===== src/rtl/dc_axi_master.sv =====
// dc_axi_master
//   Bridges the data-cache line interface to a 32-bit AXI4 master port.
//   A 128-bit line write becomes a 4-beat INCR write burst (AW, W x4, B).
//   A line read becomes a 4-beat INCR read burst; the beats are packed into
//   one 128-bit line and presented for a single cycle.
//   The write and read channels are independent state machines.
//
// Ports
//   clk, rst_n                 clock, asynchronous active-low reset
//   dcw_start_rq/in_addr/in_mask/in_data   line write request (mask bit 1 = byte off)
//   dcw_finish_wresp           one-cycle pulse after the write response
//   dcr_start_rq/rin_addr      line read request
//   rdat_m_data/rdat_m_valid   assembled read line and its one-cycle valid
//   finish_mrd                 one-cycle pulse, read burst complete
//   rqfull_1                   not used by the bridge
//   aw*/w*/b*                  AXI4 write address, data and response channels
//   ar*/r*                     AXI4 read address and data channels
//   bus_err                    sticky: error response or rlast/beat-count disagreement
//   req_drop                   sticky: start request arrived while its FSM was busy
module dc_axi_master #(
  parameter logic [3:0] ID_VAL = 4'd0
) (
  input  logic         clk,
  input  logic         rst_n,
  input  logic         dcw_start_rq,
  input  logic [31:0]  dcw_in_addr,
  input  logic [15:0]  dcw_in_mask,
  input  logic [127:0] dcw_in_data,
  output logic         dcw_finish_wresp,
  input  logic         dcr_start_rq,
  input  logic [31:0]  dcr_rin_addr,
  output logic [127:0] rdat_m_data,
  output logic         rdat_m_valid,
  output logic         finish_mrd,
  input  logic         rqfull_1,
  output logic [3:0]   awid,
  output logic [31:0]  awaddr,
  output logic [7:0]   awlen,
  output logic [2:0]   awsize,
  output logic [1:0]   awburst,
  output logic         awvalid,
  input  logic         awready,
  output logic [31:0]  wdata,
  output logic [3:0]   wstrb,
  output logic         wlast,
  output logic         wvalid,
  input  logic         wready,
  input  logic [1:0]   bresp,
  input  logic         bvalid,
  output logic         bready,
  output logic [3:0]   arid,
  output logic [31:0]  araddr,
  output logic [7:0]   arlen,
  output logic [2:0]   arsize,
  output logic [1:0]   arburst,
  output logic         arvalid,
  input  logic         arready,
  input  logic [31:0]  rdata,
  input  logic [1:0]   rresp,
  input  logic         rlast,
  input  logic         rvalid,
  output logic         rready,
  output logic         bus_err,
  output logic         req_drop
);

  typedef enum logic [1:0] {W_IDLE, W_ADDR, W_DATA, W_RESP} wstate_t;
  typedef enum logic [1:0] {R_IDLE, R_ADDR, R_DATA, R_DONE} rstate_t;

  wstate_t      wstate;
  rstate_t      rstate;
  logic [1:0]   wcnt;
  logic [1:0]   rcnt;
  logic [27:0]  waddr;
  logic [27:0]  raddr;
  logic [15:0]  wmask;
  logic [127:0] wline;
  logic [95:0]  rbuf;

  // Line-offset address bits and rqfull_1 are intentionally ignored.
  logic unused_inputs;
  assign unused_inputs = &{1'b0, rqfull_1, dcw_in_addr[3:0], dcr_rin_addr[3:0]};

  // Fixed burst shape: 4 beats of 4 bytes, incrementing, line aligned.
  assign awid    = ID_VAL;
  assign awaddr  = {waddr, 4'd0};
  assign awlen   = 8'd3;
  assign awsize  = 3'b010;
  assign awburst = 2'b01;

  assign arid    = ID_VAL;
  assign araddr  = {raddr, 4'd0};
  assign arlen   = 8'd3;
  assign arsize  = 3'b010;
  assign arburst = 2'b01;

  // Beat data is selected from the latched line by the registered beat
  // counter, so it cannot change while wvalid waits for wready.
  assign wdata = wline[{wcnt, 5'd0} +: 32];
  assign wstrb = ~wmask[{wcnt, 2'd0} +: 4];
  assign wlast = wvalid && (wcnt == 2'd3);

  // Write request capture: data registers carry no reset.
  always_ff @(posedge clk) begin
    if (wstate == W_IDLE && dcw_start_rq) begin
      waddr <= dcw_in_addr[31:4];
      wmask <= dcw_in_mask;
      wline <= dcw_in_data;
    end
  end

  // Write channel FSM
  always_ff @(posedge clk or negedge rst_n) begin
    if (!rst_n) begin
      wstate           <= W_IDLE;
      wcnt             <= 2'd0;
      awvalid          <= 1'b0;
      wvalid           <= 1'b0;
      bready           <= 1'b0;
      dcw_finish_wresp <= 1'b0;
    end else begin
      dcw_finish_wresp <= 1'b0;
      case (wstate)
        W_IDLE: begin
          if (dcw_start_rq) begin
            awvalid <= 1'b1;
            wstate  <= W_ADDR;
          end
        end
        W_ADDR: begin
          if (awready) begin
            awvalid <= 1'b0;
            wvalid  <= 1'b1;
            wcnt    <= 2'd0;
            wstate  <= W_DATA;
          end
        end
        W_DATA: begin
          if (wready) begin
            if (wcnt == 2'd3) begin
              wvalid <= 1'b0;
              bready <= 1'b1;
              wstate <= W_RESP;
            end else begin
              wcnt <= wcnt + 2'd1;
            end
          end
        end
        W_RESP: begin
          if (bvalid) begin
            bready           <= 1'b0;
            wcnt             <= 2'd0;
            dcw_finish_wresp <= 1'b1;
            wstate           <= W_IDLE;
          end
        end
        default: wstate <= W_IDLE;
      endcase
    end
  end

  // Read request capture and beat assembly: data registers carry no reset.
  // The final beat goes straight into rdat_m_data, so rbuf holds beats 0..2.
  always_ff @(posedge clk) begin
    if (rstate == R_IDLE && dcr_start_rq) begin
      raddr <= dcr_rin_addr[31:4];
    end
    if (rstate == R_DATA && rvalid) begin
      case (rcnt)
        2'd0:    rbuf[31:0]  <= rdata;
        2'd1:    rbuf[63:32] <= rdata;
        2'd2:    rbuf[95:64] <= rdata;
        default: ;
      endcase
    end
  end

  // Read channel FSM
  always_ff @(posedge clk or negedge rst_n) begin
    if (!rst_n) begin
      rstate       <= R_IDLE;
      rcnt         <= 2'd0;
      arvalid      <= 1'b0;
      rready       <= 1'b0;
      rdat_m_valid <= 1'b0;
      finish_mrd   <= 1'b0;
      rdat_m_data  <= 128'd0;
    end else begin
      rdat_m_valid <= 1'b0;
      finish_mrd   <= 1'b0;
      case (rstate)
        R_IDLE: begin
          if (dcr_start_rq) begin
            arvalid <= 1'b1;
            rstate  <= R_ADDR;
          end
        end
        R_ADDR: begin
          if (arready) begin
            arvalid <= 1'b0;
            rready  <= 1'b1;
            rcnt    <= 2'd0;
            rstate  <= R_DATA;
          end
        end
        R_DATA: begin
          // Termination is by beat count only; rlast is merely checked.
          if (rvalid) begin
            if (rcnt == 2'd3) begin
              rready       <= 1'b0;
              rdat_m_data  <= {rdata, rbuf};
              rdat_m_valid <= 1'b1;
              finish_mrd   <= 1'b1;
              rstate       <= R_DONE;
            end else begin
              rcnt <= rcnt + 2'd1;
            end
          end
        end
        R_DONE: begin
          rcnt   <= 2'd0;
          rstate <= R_IDLE;
        end
        default: rstate <= R_IDLE;
      endcase
    end
  end

  // Sticky status flags, cleared only by reset.
  always_ff @(posedge clk or negedge rst_n) begin
    if (!rst_n) begin
      bus_err  <= 1'b0;
      req_drop <= 1'b0;
    end else begin
      if ((bvalid && bready && bresp != 2'b00) ||
          (rvalid && rready && (rresp != 2'b00 || rlast != (rcnt == 2'd3)))) begin
        bus_err <= 1'b1;
      end
      if ((dcw_start_rq && wstate != W_IDLE) ||
          (dcr_start_rq && rstate != R_IDLE)) begin
        req_drop <= 1'b1;
      end
    end
  end

endmodule


===== config.mk =====
export PLATFORM = sky130hd
export DESIGN_NAME = dc_axi_master
export DESIGN_NICKNAME = d
export VERILOG_FILES = /design/src/rtl/dc_axi_master.sv
export SDC_FILE = /design/constraint.sdc
export NUM_CORES = 1
export LEC_CHECK = 0
export BUFFER_PORTS_ARGS = -buffer_cell sky130_fd_sc_hd__buf_2
export CORE_AREA = 2 2 204 206
export CTS_CLUSTER_DIAMETER = 60
export DETAILED_ROUTE_END_ITERATION = 12
export DIE_AREA = 0 0 206 208
export PLACE_DENSITY = 0.68
export SYNTH_ARGS = -nofsm -noshare
export SYNTH_HDL_FRONTEND = slang
export SYNTH_SLANG_ARGS = --single-unit
export TNS_END_PERCENT = 20

===== constraint.sdc =====
create_clock -name clk -period 6.68 [get_ports clk]
set_input_delay 0.334 -clock clk [delete_from_list [all_inputs] [get_ports clk]]
set_output_delay 0.334 -clock clk [all_outputs]
set_load 0.01 [all_outputs]

==> key figures, run 1 <==
Run status
  • Status: finished clean

GRT
  • Global-route wire length before repair: just over 60 mm
  • Largest net degree at the start of global routing: about 130
  • Antenna violations before repair: 4
  • Number of global-route vias before repair: around 11000
  • Gr usage total: 0.1893
  • Total gr overflow: 0

Place
  • HPWL after DPL: between 20 and 30 mm
  • Port bufs: about 480
  • Final Wtd Congestion: 0.7975
  • Placed cell count: roughly 1800

Logic synthesis
  • Yosys reg bits: 441
  • Top_reg_cell synth: edfxtp_1
  • Post-synth EDFFs: about 300
  • Avg Inst Size Synth: between 20 and 25 um^2
  • Netlist cell types: 36
  • Mapped cell area: 0.01586 mm^2
  • Synth warnings: 0
  • Seq/Total Area, Yosys: 0.7894
  • Async S/R FF share, synth: 0.3288
  • Synth Instances: roughly 770

Critical path
  • CP Data Required Time: between 6 and 7 ns
  • Setup CP Type: flop to output port
  • Crit-path max FO: 33
  • WP data arrival: ~2.5 ns
  • CP startpoint kind: flop
  • Setup crit end kind: output port
  • Setup slack, reg-to-reg: 3.94 ns

Finish
  • Post-route insts no fill: approximately 2100
  • Share of layout cells above drive strength 1: 0.3934
  • Layout area overhead: 42.02%
  • Core Util, Final: 0.5553
  • # fillers: between 3000 and 4000
  • Total Nets Final: between 1500 and 2000

Power
  • Power per standard cell area: between 300 and 400 mW/mm^2
  • Overall power: approximately 8600 uW
  • Leak: ~0.010 uW
  • Worst VDD drop: about 0.26 mV

Clocking
  • Post-CTS Hold Fix Bufs: approximately 230
  • CTS Buffer Depth: 3
  • CTS tree: yes
  • Root Driver: clkbuf_16
  • Worst skew pair latency: a little under 0.6 ns
  • TritonCTS buffer count: 45
  • H-tree Lvls: 2
  • CTS Sinks: ~440
  • PostCTS Resize Cnt: 0
  • Number of post-CTS setup repair buffers: 0
  • Clock-pin slew on the worst setup and hold paths: ~0.060 ns

Die
  • Core Box Area: 0.04055 mm^2
  • Initial core utilization: 0.3910
  • Row Count: 74
  • Top Ports: between 500 and 600
  • Die height: 208 um
  • Die area: 0.04285 mm^2
  • Die Width: 206 um

Detailed routing
  • Initial DRC Count: ~530
  • DRT Pass-1 Iters: 4
  • Post-Route WL: roughly 42 mm
  • Vias per cell: 4.689
  • DRC viols: 0
  • Final ANT Viol Nets: 0
  • Routed via count: 9739
  • Routed wire per std cell: between 20 and 25 um

Timing
  • Hold Vio Cnt, Final: 0
  • Worst slew margin: 0.2944
  • RSZ-0062 raised after global routing: no
  • Final setup viols: 0
  • Final Critical Period: 2.844 ns
  • Final Skew: 0.02156 ns
  • Final hold slack: ~0.054 ns
  • Worst-Margin Slew: between 1 and 1.5 ns
  • Fin crit share: 0.4258
  • Final Max Tran Viols: 0
  • Setup_tns: 0 ns
  • Max frequency: roughly 350 MHz

Run
  • Max Cap Viol: 0

Min path
  • Worst Hold Class: input port to flop
synth_stat cells, types with 3 or more instances:
master    count  area (um^2)
nor2_1        6        22.52
buf_4        43        322.8
o22ai_1       3        18.77
o21ai_0       9        45.04
mux2i_1       3        30.03
inv_1        22        82.58
and3_1        5        31.28
buf_2        16        80.08
nand2_1       8        30.03
mux2_2        9        101.4
ha_1         15        187.7
clkbuf_1      6        22.52
mux4_2       36        810.8
mux2_1      121         1363
edfxtp_1    296         8889
dfrtp_1     145         3628
cells by family (layout without fill, tap and decap cells):
kind of cell	after synthesis	after routing	share of synthesized area
adder cells (fa/ha/maj)	15	15	0.01184
AND/OR/NAND/NOR	31	31	0.01073
flip-flops	441	441	0.7894
multiplexers	169	169	0.1453
other	2	44	0.0004736
XOR/XNOR	1	1	0.0005525
buffers and inverters	87	821	0.03204
AO/OA/AOI/OAI	23	23	0.009628
cell usage in the layout (no fill, tap or decap), drive strengths merged, types with 3 or more instances in the layout:
cell         instances
dlygate4sd3        232
nor2                 6
mux4                36
nor2b                3
edfxtp             296
clkinv              14
bufinv               3
conb                42
nand2                8
ha                  15
buf                483
and3                 5
o21ai                9
mux2i                3
mux2               130
dfrtp              145
clkbuf              63
inv                 26
o22ai                3
layer usage:
layer | vias to the layer above | part of all wire | track usage
met1 | 4868 | 0.37 | 0.2126
met5 | - | 0 | 0
met4 | 0 | 0.031 | 0.07266
met2 | 454 | 0.50 | 0.3285
met3 | 87 | 0.10 | 0.06642
li1 | 4330 | - | -
state kept, by name, indices dropped and copies added (netlist names):
register          count
req_drop              1
bready                1
rcnt                  2
wmask                16
wvalid                1
rstate                2
raddr                28
rbuf                 96
wline               128
rready                1
bus_err               1
waddr                28
finish_mrd            1
rdat_m_data         128
wstate                2
dcw_finish_wresp      1
awvalid               1
wcnt                  2
arvalid               1
cell type report:
| cell class | count | area, um^2 | area share |
|---|---|---|---|
| diodes | 2 | 5.005 | 0.0002222 |
| inverters | 22 | 82.58 | 0.003667 |
| multi-input cells | 281 | 3003 | 0.1333 |
| well taps | 532 | 665.6 | 0.02956 |
| clock inverters | 21 | 224.0 | 0.009946 |
| repair buffers | 715 | 4776 | 0.2121 |
| clock buffers | 63 | 1244 | 0.05523 |
| flip-flops and latches | 441 | 12520 | 0.5560 |
path summary, 6_finish.rpt:
path / start / to / depth (start not counted)
worst max register to register: wstate[0]$_DFFE_PN0P_ / wmask[1]$_DFFE_PP_ / 4
worst min register to register: rbuf[58]$_DFFE_PP_ / rdat_m_data[58]$_DFFE_PN0P_ / 1
max in group asynchronous: rst_n / wcnt[0]$_DFFE_PN0P_ / 3
worst max-delay path: wcnt[0]$_DFFE_PN0P_ / wdata[10] / 3
min in group asynchronous: rst_n / rdat_m_data[7]$_DFFE_PN0P_ / 2
worst min-delay path: dcr_start_rq / req_drop$_DFFE_PN0P_ / 3
power breakdown:
| group | internal [uW] | switching, uW | total, uW |
|---|---|---|---|
| sequential | 3640 | 328 | 3970 |
| clock | 1440 | 1080 | 2510 |
| combinational | 954 | 1130 | 2090 |
| total | 6030 | 2540 | 8560 |
critical path, stage by stage (launching register included):
cell	delay, ns
dfrtp_2	0.47
buf_4	0.59
mux4_2	0.64
buf_2	0.19
metrics by stage:
| stage | area, um^2 | worst slack [ns] |
|---|---|---|
| finish | 22520 | 3.836 |
| global route | 22520 | 3.638 |
| CTS | 22510 | 3.704 |
| detailed placement | 18720 | 3.937 |
| global placement | 18720 | 4.002 |
| floorplan | 16010 | 1.517 |
(Power assumes the default switching activity.)
==> inputs of run 2 (changes only) <==
==> constraint.sdc (replaced) <==
create_clock -name clk -period 2.83 [get_ports clk]
set_input_delay 0.1415 -clock clk [delete_from_list [all_inputs] [get_ports clk]]
set_output_delay 0.1415 -clock clk [all_outputs]
set_load 0.01 [all_outputs]
==> run 2 against run 1 <==
Compared with the run above:
- non-clock buffer count is 23 higher
- sequential share of layout area down 0.77 points
- via count increased by 1.5%
- largest cell class unchanged
- critical path type unchanged
- clock skew is 0.0069 ns lower
- first-iteration DRC count grew 7.9%
- largest power group unchanged
==> key figures, run 2 (synthesis gave the netlist of run 1 again) <==
Run status
  • Status: finished clean

GRT
  • Global-route wire length before repair: 62.33 mm (+2.1%)
  • Total gr overflow: 0 (unchanged)
  • Gr usage total: 0.1957 (+0.006391)
  • Largest net degree at the start of global routing: 72 (-44%)
  • Number of global-route vias before repair: 10450 (-1.6%)
  • Antenna violations before repair: 3 (-1)

Clocking
  • TritonCTS buffer count: 47 (+4.4%)
  • CTS tree: yes
  • CTS Buffer Depth: 3 (unchanged)
  • CTS Sinks: 441 (unchanged)
  • Root Driver: clkbuf_16
  • Clock-pin slew on the worst setup and hold paths: 0.06 ns (about the same)
  • Worst skew pair latency: 0.56 ns (-0.03 ns)
  • Number of post-CTS setup repair buffers: 0 (unchanged)
  • H-tree Lvls: 2 (unchanged)

Finish
  • Total Nets Final: 1801 (+1.4%)
  • Area of the multi-input gates: 0.003003 mm^2 (unchanged)
  • Register Area: 0.01252 mm^2 (unchanged)
  • Leading cell type in the layout, fill and taps excluded: buf_2
  • # fillers: 3029 (-2.7%)
  • Layout area overhead: 44.02%
  • Most frequent cells in the layout: buf_2 (475), edfxtp_1 (296), dlygate4sd3_1 (243)
  • Share of layout cells above drive strength 1: 0.3954 (+0.002019)
  • Largest regs: rdat_m_data x128, wline x128, rbuf x96

Die
  • Die Width: 206 um (unchanged)
  • Initial core utilization: 0.3910 (unchanged)
  • Die height: 208 um (unchanged)
  • Top Ports: 528 (unchanged)
  • Die area: 0.04285 mm^2 (unchanged)
  • Core Box Area: 0.04055 mm^2 (unchanged)
  • Row Count: 74 (unchanged)

Place
  • Final Wtd Congestion: 0.8122 (+1.8%)
  • HPWL after DPL: 27.30 mm (+4.9%)
  • Setup WS pre-CTS: 0.8316 ns (-3.106 ns)
  • Port bufs: 476 (unchanged)

Power
  • Power per standard cell area: 896.0 mW/mm^2 (+140%)
  • Worst VDD drop: 0.6738 mV (+160%)
  • Leak: 0.01013 uW (+1.3%)

Timing
  • Final Critical Period: approximately 2.4 ns
  • RSZ-0062 raised after global routing: no
  • Worst slew margin: 0.5509 (+0.2565)
  • Final Max Tran Viols: 0 (unchanged)
  • Final hold slack: 0.1464 ns (+0.09260 ns)
  • Max frequency: 417.4 MHz
  • Fin crit share: 0.8466
  • Setup_tns: 0 ns (unchanged)
  • Final setup viols: 0 (unchanged)
  • Hold Vio Cnt, Final: 0 (unchanged)
  • Worst-Margin Slew: 0.6737 ns (-0.3847 ns)
  • Setup slack after layout: 0.4340 ns (-3.402 ns)
  • Final Skew: 0.01466 ns (-0.006904 ns)

Detailed routing
  • Initial DRC Count: 573 (+7.9%)
  • Post-Route WL: 43.38 mm (+4.0%)
  • DRC viols: 0 (unchanged)
  • Routed wire per std cell: 20.64 um (+2.8%)
  • Routed via count: 9888 (+1.5%)
  • DRT Pass-1 Iters: 5 (+1)
  • Final ANT Viol Nets: 0 (unchanged)
  • Vias per cell: 4.704 (+0.32%)

Critical path
  • Setup CP Type: flop to output port
  • Crit path max-delay family: flip-flops
  • Setup crit end kind: output port
  • Slowest CP cell: dfrtp_2
  • Crit-path max FO: 30 (-9.1%)
  • Crit-path cells: buf_12 -> mux4_2 -> inv_1 -> buf_2
  • WP data arrival: 2.25 ns (-0.26 ns)
  • Setup slack, reg-to-reg: 0.84 ns (-3.10 ns)
  • CP Data Required Time: 2.69 ns (-3.66 ns)
  • WP buf/inv: 3 (+1)
  • CP startpoint kind: flop
  • CP max stage delay: 0.58 ns (-0.06 ns)

Run
  • Max Cap Viol: 0 (unchanged)

Min path
  • Worst Hold Class: input port to flop
[run 2: cell types whose count changed in the layout (fill, tap and decap cells not counted), sizes merged]
cell | before | now
bufinv | 3 | 4
buf | 483 | 495
clkinv | 14 | 12
dlygate4sd3 | 232 | 243
inv | 26 | 27
clkinvlp | 0 | 2
[run 2: stage by stage]
| step | instance area [um^2] | std cells | power [uW] | util |
|---|---|---|---|---|
| floorplan | 16010 | 809 | 11840 | - |
| global placement | 18900 | 1771 | 14140 | 0.4661 |
| global route | 22840 | 2102 | 21410 | 0.5631 |
| finish | 22840 | 2102 | 20460 | 0.5631 |
| detailed placement | 18900 | 1771 | 14290 | 0.4661 |
| CTS | 22830 | 2100 | 20640 | 0.5630 |
[run 2: worst min-delay path, stage by stage]
cell and delay (ns):
buf_2 0.11, o22ai_1 0.18, nor2_1 0.16, o2bb2ai_1 0.08
[run 2: area by class of cell]
class / count / area share
Inverter: 22 / 0.003616
Sequential cell: 441 / 0.5482
Clock buffer: 63 / 0.05501
Timing Repair Buffer: 738 / 0.2217
Tap cell: 532 / 0.02915
Multi-Input combinational cell: 281 / 0.1315
Antenna cell: 2 / 0.0002192
Clock inverter: 23 / 0.01052
[run 2: worst paths after layout]
path / startpoint / end / cells after the start
max in group asynchronous: rst_n / wcnt[0]$_DFFE_PN0P_ / 3
min in group asynchronous: rst_n / rdat_m_data[118]$_DFFE_PN0P_ / 2
hold / removal: arready / rcnt[1]$_DFFE_PN0P_ / 4
setup / recovery: wcnt[0]$_DFFE_PN0P_ / wstrb[2] / 4
hold reg to reg: rbuf[67]$_DFFE_PP_ / rdat_m_data[67]$_DFFE_PN0P_ / 1
setup reg to reg: rstate[0]$_DFFE_PN0P_ / rdat_m_data[95]$_DFFE_PN0P_ / 5
[run 2: repair_timing]
item,CTS,global route
gates resized for setup,0,0
setup endpoints to repair,0,0
hold buffers,243,0
hold endpoints to repair,403,0
[run 2: per-layer routing]
metal | share of wire | up-vias | wire length, um | global-route usage
met5 | 0.00021 | - | 9 | 0
met4 | 0.033 | 2 | 1421 | 0.07611
met3 | 0.090 | 90 | 3893 | 0.05952
met2 | 0.51 | 468 | 22160 | 0.3458
met1 | 0.37 | 4950 | 15890 | 0.2199
li1 | - | 4378 | - | -
[run 2: power breakdown]
group / total (uW) / internal (uW) / switching (uW)
logic: 5210 / 2360 / 2850
registers: 9260 / 8580 / 687
clock network: 5990 / 3500 / 2490
total: 20500 / 14400 / 6020
==> inputs of run 3 (changes only) <==
--- a/config.mk
+++ b/config.mk
@@ -6,11 +6,11 @@
 export NUM_CORES = 1
 export LEC_CHECK = 0
 export BUFFER_PORTS_ARGS = -buffer_cell sky130_fd_sc_hd__buf_2
-export CORE_AREA = 2 2 204 206
+export CORE_AREA = 2 2 203 205
 export CTS_CLUSTER_DIAMETER = 60
 export DETAILED_ROUTE_END_ITERATION = 12
-export DIE_AREA = 0 0 206 208
-export PLACE_DENSITY = 0.68
+export DIE_AREA = 0 0 205 207
+export PLACE_DENSITY = 0.71
 export SYNTH_ARGS = -nofsm -noshare
 export SYNTH_HDL_FRONTEND = slang
 export SYNTH_SLANG_ARGS = --single-unit
==> constraint.sdc (replaced) <==
create_clock -name clk -period 2.1 [get_ports clk]
set_input_delay 0.105 -clock clk [delete_from_list [all_inputs] [get_ports clk]]
set_output_delay 0.105 -clock clk [all_outputs]
set_load 0.01 [all_outputs]
==> run 3 against run 2 <==
Compared with the run above:
- the flow now finishes with violations (negative setup slack)
- hold slack lost 0.10 ns
- sequential share of layout area is 1.4 points lower
- final cell count is 0.95% higher
- critical endpoint is now wdata[7]
==> key figures, run 3 (synthesis gave the netlist of run 1 again) <==
Die
  • Die Width: 205 um (-0.49%)
  • Die height: 207 um (-0.48%)
  • Core Box Area: 0.04037 mm^2 (-0.46%)
  • Die area: 0.04244 mm^2 (-0.96%)
  • Row Count: 74 (unchanged)
  • Initial core utilization: 0.3928 (+0.001794)
  • Top Ports: 528 (unchanged)

GRT
  • Number of global-route vias before repair: 11030 (+5.6%)
  • Largest net degree at the start of global routing: 77 (+6.9%)
  • Global-route wire length before repair: 67.11 mm (+7.7%)
  • Gr usage total: 0.2119 (+0.01623)
  • Antenna violations before repair: 1 (-2)
  • Total gr overflow: 0 (unchanged)

Critical path
  • CP max stage delay: 0.59 ns (about the same)
  • Reg2Reg Depth: 5 (unchanged)
  • Reg-to-reg critical path startpoint: rcnt[0]$_DFFE_PN0P_
  • WP data arrival: 2.03 ns (-0.22 ns)
  • Reg-to-reg endpoint: bus_err$_DFFE_PN0P_
  • Setup crit end: wdata[7]
  • CP most frequent cell: buf_6
  • Setup crit end kind: output port
  • CP Data Required Time: 2.00 ns (-0.69 ns)
  • Crit path from: wcnt[0]$_DFFE_PN0P_
  • Setup CP Type: flop to output port
  • Slowest CP cell: mux4_2
  • Crit-path max FO: 5 (-83%)
  • Setup slack, reg-to-reg: 0.13 ns (-0.71 ns)
  • CP startpoint kind: flop
  • Crit-path cells: buf_6 -> buf_16 -> mux4_2 -> buf_6

Timing
  • Final setup viols: 3 (+3)
  • Setup slack after layout: -0.03172 ns (-0.4658 ns)
  • Worst-Margin Slew: 0.5820 ns (-0.09167 ns)
  • RSZ-0062 raised after global routing: yes
  • Final hold slack: 0.04401 ns (-0.1024 ns)
  • Worst slew margin: 0.6120 (+0.06112)
  • Final Skew: 0.02272 ns (+0.008064 ns)
  • Final Max Tran Viols: 0 (unchanged)
  • Fin crit share: 1.015
  • Max frequency: around 470 MHz
  • Hold Vio Cnt, Final: 0 (unchanged)
  • Final Critical Period: around 2.1 ns

Detailed routing
  • DRT Pass-1 Iters: 6 (+1)
  • Post-Route WL: 46.27 mm (+6.7%)
  • Vias per cell: 4.800 (+2.0%)
  • DRC viols: 0 (unchanged)
  • Routed via count: 10190 (+3.0%)
  • Final ANT Viol Nets: 0 (unchanged)
  • Routed wire per std cell: 21.80 um (+5.7%)
  • DR top layer: met4
  • Met2 wire len: 23.66 mm (+6.8%)
  • Met3 routed WL: 4.244 mm (+9.0%)
  • Met1 wire length: 16.76 mm (+5.4%)
  • Initial DRC Count: 646 (+13%)

Finish
  • Share of layout cells above drive strength 1: 0.4110 (+0.01554)
  • Post-route insts no fill: 2122 (+0.95%)
  • # fillers: 2938 (-3.0%)
  • Most frequent cells in the layout: buf_2 (450), edfxtp_1 (296), dlygate4sd3_1 (245)
  • Layout area overhead: 47.70%
  • Total Nets Final: 1821 (+1.1%)
  • Largest regs: rdat_m_data x128, wline x128, rbuf x96
  • Leading cell type in the layout, fill and taps excluded: buf_2

Place
  • Setup WS pre-CTS: 0.2079 ns (-0.6237 ns)
  • Port bufs: 476 (unchanged)
  • Final Wtd Congestion: 0.8143 (+0.26%)
  • Placed cell count: 1779 (+0.45%)
  • HPWL after DPL: 27.34 mm (+0.16%)

Clocking
  • TritonCTS buffer count: 48 (+2.1%)
  • CTS Buffer Depth: 3 (unchanged)
  • Worst skew pair latency: 0.57 ns (about the same)
  • CTS Sinks: 441 (unchanged)
  • H-tree Lvls: 2 (unchanged)
  • CTS tree: yes
  • Clock-pin slew on the worst setup and hold paths: 0.07 ns (about the same)
  • Root Driver: clkbuf_16

Run status
  • Status: complete, but fails checks
  • Failing checks: negative setup slack

Power
  • Int Power: 20230 uW (+40%)
  • Worst VDD drop: 0.8801 mV (+31%)
  • Combinational share of power: 0.274 (+0.020)
  • Clock power share: 0.291 (-0.002)
  • Sw frac: 0.2985 (+0.004027)
  • Sequential share of power: 0.434 (-0.019)
  • Power per standard cell area: 1231 mW/mm^2 (+37%)
  • Net Sw Power: 8607 uW (+43%)
  • Leak: 0.01035 uW (+2.2%)

Min path
  • Worst Hold Class: input port to async pin

Run
  • Max Cap Viol: 0 (unchanged)
==> run 3: changes by cell type in the layout (fill, tap and decap cells not counted), sizes merged <==
cell,delta
buf,+16
clkinvlp,+4
clkbuf,-3
clkinv,+3
dlygate4sd3,+2
diode,-1
inv,-1
==> run 3: per-layer routing <==
layer / vias to the layer above / track usage
li1: 4401 / -
met1: 5153 / 0.2420
met2: 537 / 0.3709
met3: 94 / 0.06309
met4: 0 / 0.08410
met5: - / 0
==> run 3: how the worst min path moves through the flow <==
stage / end / slack, ns / cells after the start
2_1_floorplan: arvalid$_DFFE_PN0P_ / -0.19 / 0
3_3_place_gp: rdat_m_data[102]$_DFFE_PN0P_ / 0.11 / 1
3_5_place_dp: rdat_m_data[102]$_DFFE_PN0P_ / 0.12 / 1
4_1_cts: rdat_m_data[101]$_DFFE_PN0P_ / 0.05 / 2
5_1_grt: rdat_m_data[108]$_DFFE_PN0P_ / 0.09 / 2
6_report: rdat_m_data[108]$_DFFE_PN0P_ / 0.04 / 2
==> run 3: timing repair <==
item,CTS,global route
buffers inserted,5,0
endpoints found under the hold margin,483,0
gates cloned,4,1
gates resized for setup,27,19
hold buffers,245,0
endpoints found under the setup margin,36,29
==> run 3: final cells by class <==
| type | count | area [um^2] | share of cell area |
|---|---|---|---|
| Tap cell | 532 | 665.6 | 0.02842 |
| Timing Repair Buffer | 757 | 5544 | 0.2367 |
| Multi-Input combinational cell | 281 | 3028 | 0.1293 |
| Inverter | 22 | 82.58 | 0.003526 |
| Clock inverter | 29 | 292.8 | 0.01250 |
| Antenna cell | 1 | 2.502 | 0.0001068 |
| Clock buffer | 59 | 1282 | 0.05476 |
| Sequential cell | 441 | 12520 | 0.5347 |
==> run 3: stage by stage <==
step | util | instance area, um^2 | setup TNS (ns) | power [uW]
floorplan | - | 16010 | -40.42 | 15950
detailed placement | 0.4713 | 19030 | 0 | 19360
CTS | 0.5779 | 23330 | -0.9180 | 28750
global route | 0.5802 | 23420 | -0.8434 | 30030
finish | 0.5802 | 23420 | -0.05101 | 28840
global placement | 0.4713 | 19030 | 0 | 19120
==> run 3: worst max-delay path, delay by kind of cell (launching register included) <==
family	cells	cell delay, ns
buf+inv	3	0.46
flops	1	0.40
mux	1	0.59
==> run 3: power groups by stage <==
stage	logic [uW]	clock network [uW]	registers (uW)
floorplan	2900	0	13100
global placement	6640	0	12500
detailed placement	6760	0	12600
CTS	7750	8530	12500
global route	8430	8870	12700
finish	7910	8400	12500
